--- src/rtl/fetch_control_if.sv ---
// Fetch unit bus bundle: instruction-memory request/response, decode-side
// instruction buffer, branch redirect inputs and halt status.
// The master side is the fetch unit and the slave side is its environment.
interface fetch_control_if;
  // Instruction memory request and response
  logic        imem_req;
  logic [31:0] imem_addr;
  logic        imem_ready;
  logic        imem_rvalid;
  logic [31:0] imem_rdata;

  // Instruction buffer handed to decode
  logic        if_valid;
  logic        if_ready;
  logic [31:0] if_pc;
  logic [31:0] if_instr;

  // Redirect from the branch condition unit
  logic        br_taken;
  logic [31:0] br_target;

  // Halt status
  logic        halted;
  logic [1:0]  halt_cause;
  logic [31:0] fault_pc;

  modport master (
    output imem_req, imem_addr,
    input  imem_ready, imem_rvalid, imem_rdata,
    output if_valid, if_pc, if_instr,
    input  if_ready,
    input  br_taken, br_target,
    output halted, halt_cause, fault_pc
  );

  modport slave (
    input  imem_req, imem_addr,
    output imem_ready, imem_rvalid, imem_rdata,
    input  if_valid, if_pc, if_instr,
    output if_ready,
    output br_taken, br_target,
    input  halted, halt_cause, fault_pc
  );
endinterface

--- src/rtl/fetch_control.sv ---
// Instruction fetch sequencer. Owns the PC, keeps at most one instruction
// memory request outstanding, buffers one instruction for decode, applies
// branch redirects (discarding a response that is already in flight) and
// halts on a misaligned redirect target or a memory response timeout.
module fetch_control #(
  parameter logic [31:0] RESET_PC = 32'h0000_0000,
  parameter int unsigned TIMEOUT  = 16
) (
  input  logic            clk,
  input  logic            rst_n,
  fetch_control_if.master bus
);

  // Wait counter wide enough to hold TIMEOUT-1; a TIMEOUT of 0 disables the check.
  localparam int unsigned      CNT_W    = (TIMEOUT > 1) ? $clog2(TIMEOUT) : 1;
  localparam logic [CNT_W-1:0] CNT_LAST = (TIMEOUT == 0) ? '0 : CNT_W'(TIMEOUT - 1);

  typedef enum logic [2:0] {
    S_IDLE,   // first cycle out of reset
    S_REQ,    // presenting a request for pc
    S_RESP,   // waiting for the response to pc
    S_DROP,   // waiting for a response that a redirect made stale
    S_HALT    // stopped until reset
  } state_e;

  typedef enum logic [1:0] {
    CAUSE_NONE     = 2'd0,
    CAUSE_MISALIGN = 2'd1,
    CAUSE_TIMEOUT  = 2'd2
  } cause_e;

  state_e           state_q;
  cause_e           cause_q;
  logic [31:0]      pc_q;
  logic [31:0]      if_pc_q;
  logic [31:0]      if_instr_q;
  logic [31:0]      fault_pc_q;
  logic             if_valid_q;
  logic             halted_q;
  logic [CNT_W-1:0] cnt_q;

  logic req;
  logic accept;
  logic redirect;
  logic misaligned;
  logic timeout_hit;

  // A request goes out only when the buffer is empty or is being drained this
  // cycle, so a returning instruction always finds room; this keeps the
  // REQ/RESP pair at one instruction every two cycles with a fast memory.
  assign req         = (state_q == S_REQ) && (!if_valid_q || bus.if_ready);
  assign accept      = req && bus.imem_ready;
  assign redirect    = bus.br_taken &&
                       ((state_q == S_REQ) || (state_q == S_RESP) || (state_q == S_DROP));
  assign misaligned  = (bus.br_target[1:0] != 2'b00);
  assign timeout_hit = (TIMEOUT != 0) && (cnt_q == CNT_LAST);

  // Fetch FSM: sequences requests, loads the decode buffer and records halts.
  // NOTE: state is updated with non-blocking assignments only, so every test
  //       below sees pre-edge values and a later assignment in the block
  //       (e.g. a redirect clearing if_valid_q) cleanly overrides the default.
  always_ff @(posedge clk or negedge rst_n) begin
    if (!rst_n) begin
      state_q    <= S_IDLE;
      cause_q    <= CAUSE_NONE;
      pc_q       <= RESET_PC;
      if_pc_q    <= '0;
      if_instr_q <= '0;
      fault_pc_q <= '0;
      if_valid_q <= 1'b0;
      halted_q   <= 1'b0;
      cnt_q      <= '0;
    end else begin
      // Decode takes the buffered instruction.
      if (if_valid_q && bus.if_ready) begin
        if_valid_q <= 1'b0;
      end

      if (redirect) begin
        // Redirect wins over every other event and always squashes the buffer.
        if_valid_q <= 1'b0;
        if (misaligned) begin
          state_q    <= S_HALT;
          halted_q   <= 1'b1;
          cause_q    <= CAUSE_MISALIGN;
          fault_pc_q <= bus.br_target;
        end else begin
          pc_q  <= bus.br_target;
          // The timeout window restarts for whatever request is still in flight.
          cnt_q <= '0;
          case (state_q)
            S_REQ:   state_q <= accept ? S_DROP : S_REQ;
            // RESP or DROP: a response arriving now is simply discarded.
            default: state_q <= bus.imem_rvalid ? S_REQ : S_DROP;
          endcase
        end
      end else begin
        case (state_q)
          S_IDLE: state_q <= S_REQ;

          S_REQ: begin
            if (accept) begin
              state_q <= S_RESP;
              cnt_q   <= '0;
            end
          end

          S_RESP, S_DROP: begin
            if (bus.imem_rvalid) begin
              state_q <= S_REQ;
              // Only a live response fills the buffer; a stale one is dropped.
              if (state_q == S_RESP) begin
                if_valid_q <= 1'b1;
                if_pc_q    <= pc_q;
                if_instr_q <= bus.imem_rdata;
                pc_q       <= pc_q + 32'd4;
              end
            end else if (timeout_hit) begin
              state_q    <= S_HALT;
              halted_q   <= 1'b1;
              cause_q    <= CAUSE_TIMEOUT;
              fault_pc_q <= pc_q;
              if_valid_q <= 1'b0;
            end else begin
              cnt_q <= cnt_q + 1'b1;
            end
          end

          // S_HALT: redirects and responses are ignored until reset.
          default: ;
        endcase
      end
    end
  end

  // Outputs: everything but the request strobe comes straight from registers.
  assign bus.imem_req   = req;
  assign bus.imem_addr  = pc_q;
  assign bus.if_valid   = if_valid_q;
  assign bus.if_pc      = if_pc_q;
  assign bus.if_instr   = if_instr_q;
  assign bus.halted     = halted_q;
  assign bus.halt_cause = cause_q;
  assign bus.fault_pc   = fault_pc_q;

endmodule

--- src/flat_wrapper.sv ---
// flat-port wrapper written by rule: the top's interface ports become plain ports
module fetch_control_flat 
#(
  parameter logic [31:0] RESET_PC = 32'h0000_0000,
  parameter int unsigned TIMEOUT  = 16
)
  (clk, rst_n, bus_imem_req, bus_imem_addr, bus_imem_ready, bus_imem_rvalid, bus_imem_rdata, bus_if_valid, bus_if_pc, bus_if_instr, bus_if_ready, bus_br_taken, bus_br_target, bus_halted, bus_halt_cause, bus_fault_pc);
  fetch_control_if bus_i ();
  input  logic clk;
  input  logic rst_n;
  output wire logic [$bits(bus_i.imem_req)-1:0] bus_imem_req;
  output wire logic [$bits(bus_i.imem_addr)-1:0] bus_imem_addr;
  input wire logic [$bits(bus_i.imem_ready)-1:0] bus_imem_ready;
  input wire logic [$bits(bus_i.imem_rvalid)-1:0] bus_imem_rvalid;
  input wire logic [$bits(bus_i.imem_rdata)-1:0] bus_imem_rdata;
  output wire logic [$bits(bus_i.if_valid)-1:0] bus_if_valid;
  output wire logic [$bits(bus_i.if_pc)-1:0] bus_if_pc;
  output wire logic [$bits(bus_i.if_instr)-1:0] bus_if_instr;
  input wire logic [$bits(bus_i.if_ready)-1:0] bus_if_ready;
  input wire logic [$bits(bus_i.br_taken)-1:0] bus_br_taken;
  input wire logic [$bits(bus_i.br_target)-1:0] bus_br_target;
  output wire logic [$bits(bus_i.halted)-1:0] bus_halted;
  output wire logic [$bits(bus_i.halt_cause)-1:0] bus_halt_cause;
  output wire logic [$bits(bus_i.fault_pc)-1:0] bus_fault_pc;
  assign bus_imem_req = bus_i.imem_req;
  assign bus_imem_addr = bus_i.imem_addr;
  assign bus_i.imem_ready = bus_imem_ready;
  assign bus_i.imem_rvalid = bus_imem_rvalid;
  assign bus_i.imem_rdata = bus_imem_rdata;
  assign bus_if_valid = bus_i.if_valid;
  assign bus_if_pc = bus_i.if_pc;
  assign bus_if_instr = bus_i.if_instr;
  assign bus_i.if_ready = bus_if_ready;
  assign bus_i.br_taken = bus_br_taken;
  assign bus_i.br_target = bus_br_target;
  assign bus_halted = bus_i.halted;
  assign bus_halt_cause = bus_i.halt_cause;
  assign bus_fault_pc = bus_i.fault_pc;
  fetch_control #(.RESET_PC(RESET_PC), .TIMEOUT(TIMEOUT)) u_core (.clk(clk), .rst_n(rst_n), .bus(bus_i));
endmodule
--- config.mk ---
export PLATFORM = sky130hd
export DESIGN_NAME = fetch_control_flat
export DESIGN_NICKNAME = d
export VERILOG_FILES = /design/src/rtl/fetch_control_if.sv /design/src/rtl/fetch_control.sv /design/src/flat_wrapper.sv
export SDC_FILE = /design/constraint.sdc
export NUM_CORES = 1
export LEC_CHECK = 0
export CAP_MARGIN = 10
export CORE_MARGIN = 3
export CORE_UTILIZATION = 26
export CTS_BUF_LIST = sky130_fd_sc_hd__clkbuf_8
export DETAILED_ROUTE_END_ITERATION = 10
export HOLD_SLACK_MARGIN = 0.05
export SYNTH_ARGS = -nofsm -noshare
export SYNTH_HDL_FRONTEND = slang
export SYNTH_SLANG_ARGS = --single-unit
--- constraint.sdc ---
create_clock -name clk -period 2.5 [get_ports clk]
set_input_delay 0.5 -clock clk [delete_from_list [all_inputs] [get_ports clk]]
set_output_delay 0.5 -clock clk [all_outputs]
set_load 0.005 [all_outputs]
==> impl_metrics.toml <==
[status]
outcome = "finished clean"

[global_routing]
grt_util_all_layers = 0.164
grt_pass1_wl_um = 34200
antenna_found_initial = 0
grt_max_degree = 71
grt-ovfl-total = 0
first_global_vias = 5894

[die]
initial_utilization = 0.267
die_w_um = 165
die_y_um = 165
coreArea_mm2 = 0.0245
ios = 203
rows = 57
die_area_mm2 = 0.0272

[timing]
drv_slew = 0
setup_viol_count_final = 0
max_freq_mhz = 416
slew_headroom = 0.662
worst_pin_slew_ps = 507
post-route-period-util = 0.961
hold_viol = 0
finalCriticalPeriod_ps = 2400
fin_ws_ps = 97.0
skew_ps = 15.1
rsz0062_at_grt = "false"
finalSetupTns_ps = 0
fin_hold_ws_ps = 475

[cts]
numCtsBuffers = 17
cts_num_sinks = 139
clk_pin_slew_ps = 90
clock_path_buffers = 2
cts_root_buf = "clkbuf_8"
clk_latency_ps = 460
cts_max_level = 4
cts_tree = "built"

[synthesis]
synthFlopType = "dfrtp_1"
synth_edf_count = 0
syn_avg_cell_area_um2 = 8.87
synth.mux.area_fraction = 0.0366
ys_seq_area_frac = 0.530
synth_nets = 812
synthXorXnorAreaFrac = 0
syn_inst = 740
yosys_warnings = 0
synth_top_family_by_area = "simple AND/OR/NAND/NOR gates"
ys_types = 50
netlist_area_mm2 = 0.00656
async_flop_share = 1.00
synthAdderAreaFrac = 0.00381
synthSimpleGateAreaFrac = 0.238
synth_compound_area_frac = 0.154
synth-seq-cells = 139

[pwr]
p_leak_nw = 4.46
p_per_area_mw_per_mm2 = 471
ir_drop_mv = 0.245

[detailed_routing]
vias = 6148
via_per_inst = 4.74
wirelength_um = 22100
drtIter0Drc = 357
antenna_left = 0
drt_first_pass_iters = 5
avgRoutedWirePerCell_um = 17.0
post-route-drc-count = 0

[finish]
final_cell_mix = "nand2_1 (246), clkdlybuf4s50_1 (201), dfrtp_1 (139)"
area_growth_pct = 47.6
fin_nets = 1032
drive_above_1_share = 0.0997
fin_area_mm2 = 0.00969
layout_commonest_cell = "nand2_1"
diodes = 0
nFillCells = 2464

[worst_hold_path]
hp-class = "reg2reg"

[placed_design]
placed_area_mm2 = 0.00926
hpwl_um = 16000
globalplace.congestion = 0.788
pre_cts_ws_ps = 19.3
io_buffers = 202

[setup_path]
crit_path_start_kind = "flip-flop"
worstPathArrival_ps = 1900
end_kind = "primary output"
critPathKind = "reg2out"
critPathMaxFanout = 5
required_ps = 2000

[job]
drv_cap = 0
cells by family (layout without fill, tap and decap cells):
kind of cell    after synthesis  count (layout)
mux                          24              24
buf+inv                      58             291
simple gates                357             357
fa+ha+maj                     2               2
compound gates              160             160
flops                       139             139
worst paths after layout:
path	start	end	slack, ps	depth (start not counted)
max	u_core.state_q[0]	bus_imem_req	100	5
min	u_core.bus.if_pc[28]	u_core.bus.if_pc[28]	480	2
max reg2reg	u_core.state_q[0]	u_core.bus.imem_addr[10]	390	6
min reg2reg	u_core.bus.if_pc[28]	u_core.bus.if_pc[28]	480	2
max in group asynchronous	rst_n	u_core.bus.imem_addr[23]	1200	3
min in group asynchronous	rst_n	u_core.bus.if_pc[29]	540	2
cell usage after synthesis, types with 3 or more instances:
library cell | instances | area share
buf_2 | 14 | 0.011
o211ai_1 | 5 | 0.0057
a21oi_1 | 38 | 0.029
nand3b_1 | 3 | 0.0034
mux2i_1 | 24 | 0.037
a211o_1 | 5 | 0.0067
nand2b_1 | 7 | 0.0067
and2_1 | 9 | 0.0086
a22oi_1 | 3 | 0.0034
a2bb2oi_1 | 3 | 0.0040
nor3_1 | 5 | 0.0038
and4_1 | 4 | 0.0053
a21o_1 | 8 | 0.0092
a311oi_1 | 3 | 0.0040
o21ai_0 | 57 | 0.043
nor2_1 | 29 | 0.017
nand4_1 | 8 | 0.0076
dfrtp_1 | 139 | 0.53
a211oi_1 | 7 | 0.0080
o22a_1 | 3 | 0.0040
clkbuf_1 | 26 | 0.015
o31ai_1 | 6 | 0.0069
inv_1 | 7 | 0.0040
nand3_1 | 18 | 0.014
nor3b_1 | 6 | 0.0069
or4_1 | 4 | 0.0046
and3_1 | 7 | 0.0067
buf_1 | 10 | 0.0057
a22o_1 | 4 | 0.0053
nand2_1 | 247 | 0.14
o22ai_1 | 4 | 0.0038
where the power goes:
group          switching [mW]  total, mW  internal, mW
combinational           0.136      0.340         0.204
clock                   0.981       1.91         0.933
sequential             0.0255       2.31          2.29
total                    1.14       4.57          3.42
metal layers:
layer,track usage,wire (um),up-vias
li1,-,-,2984
met1,0.223,10200,2929
met2,0.253,9800,219
met3,0.0564,1850,16
met4,0.0370,229,0
met5,0,0,-
worst max-delay path, cell delays in order (launching register included):
cell	delay [ps]
dfrtp_1	350
buf_4	140
inv_1	80
nor3_4	230
and2_1	160
clkdlybuf4s50_1	490
area by class of cell:
type,count,area [um^2],area share
Timing Repair Buffer,252,2490,0.257
Clock inverter,14,160,0.0165
Inverter,7,26.3,0.00271
Tap cell,324,405,0.0418
Multi-Input combinational cell,543,2880,0.297
Clock buffer,18,248,0.0256
Sequential cell,139,3480,0.359
flip-flops by register name (all words and copies together) (netlist names):
signal,flops
u_core.bus.if_pc,32
u_core.bus.fault_pc,32
u_core.bus.if_valid,1
u_core.cnt_q,4
u_core.bus.imem_addr,32
u_core.bus.halted,1
u_core.bus.halt_cause,2
u_core.bus.if_instr,32
u_core.state_q,3
repair_timing:
item / 4_1_cts / 5_1_grt
pin swaps: 0 / 1
hold buffers: 1 / 0
endpoints found under the hold margin: 45 / 0
endpoints found under the setup margin: 1 / 1
buffers inserted: 0 / 0
resized for setup: 1 / 1
through the flow:
stage               std cells  utilization  power, mW
floorplan                 740            -       2.41
global placement         1264        0.377       2.70
detailed placement       1264        0.377       2.70
CTS                      1297        0.395       4.65
global route             1297        0.395       4.79
finish                   1297        0.395       4.57
(Power assumes the default switching activity.)
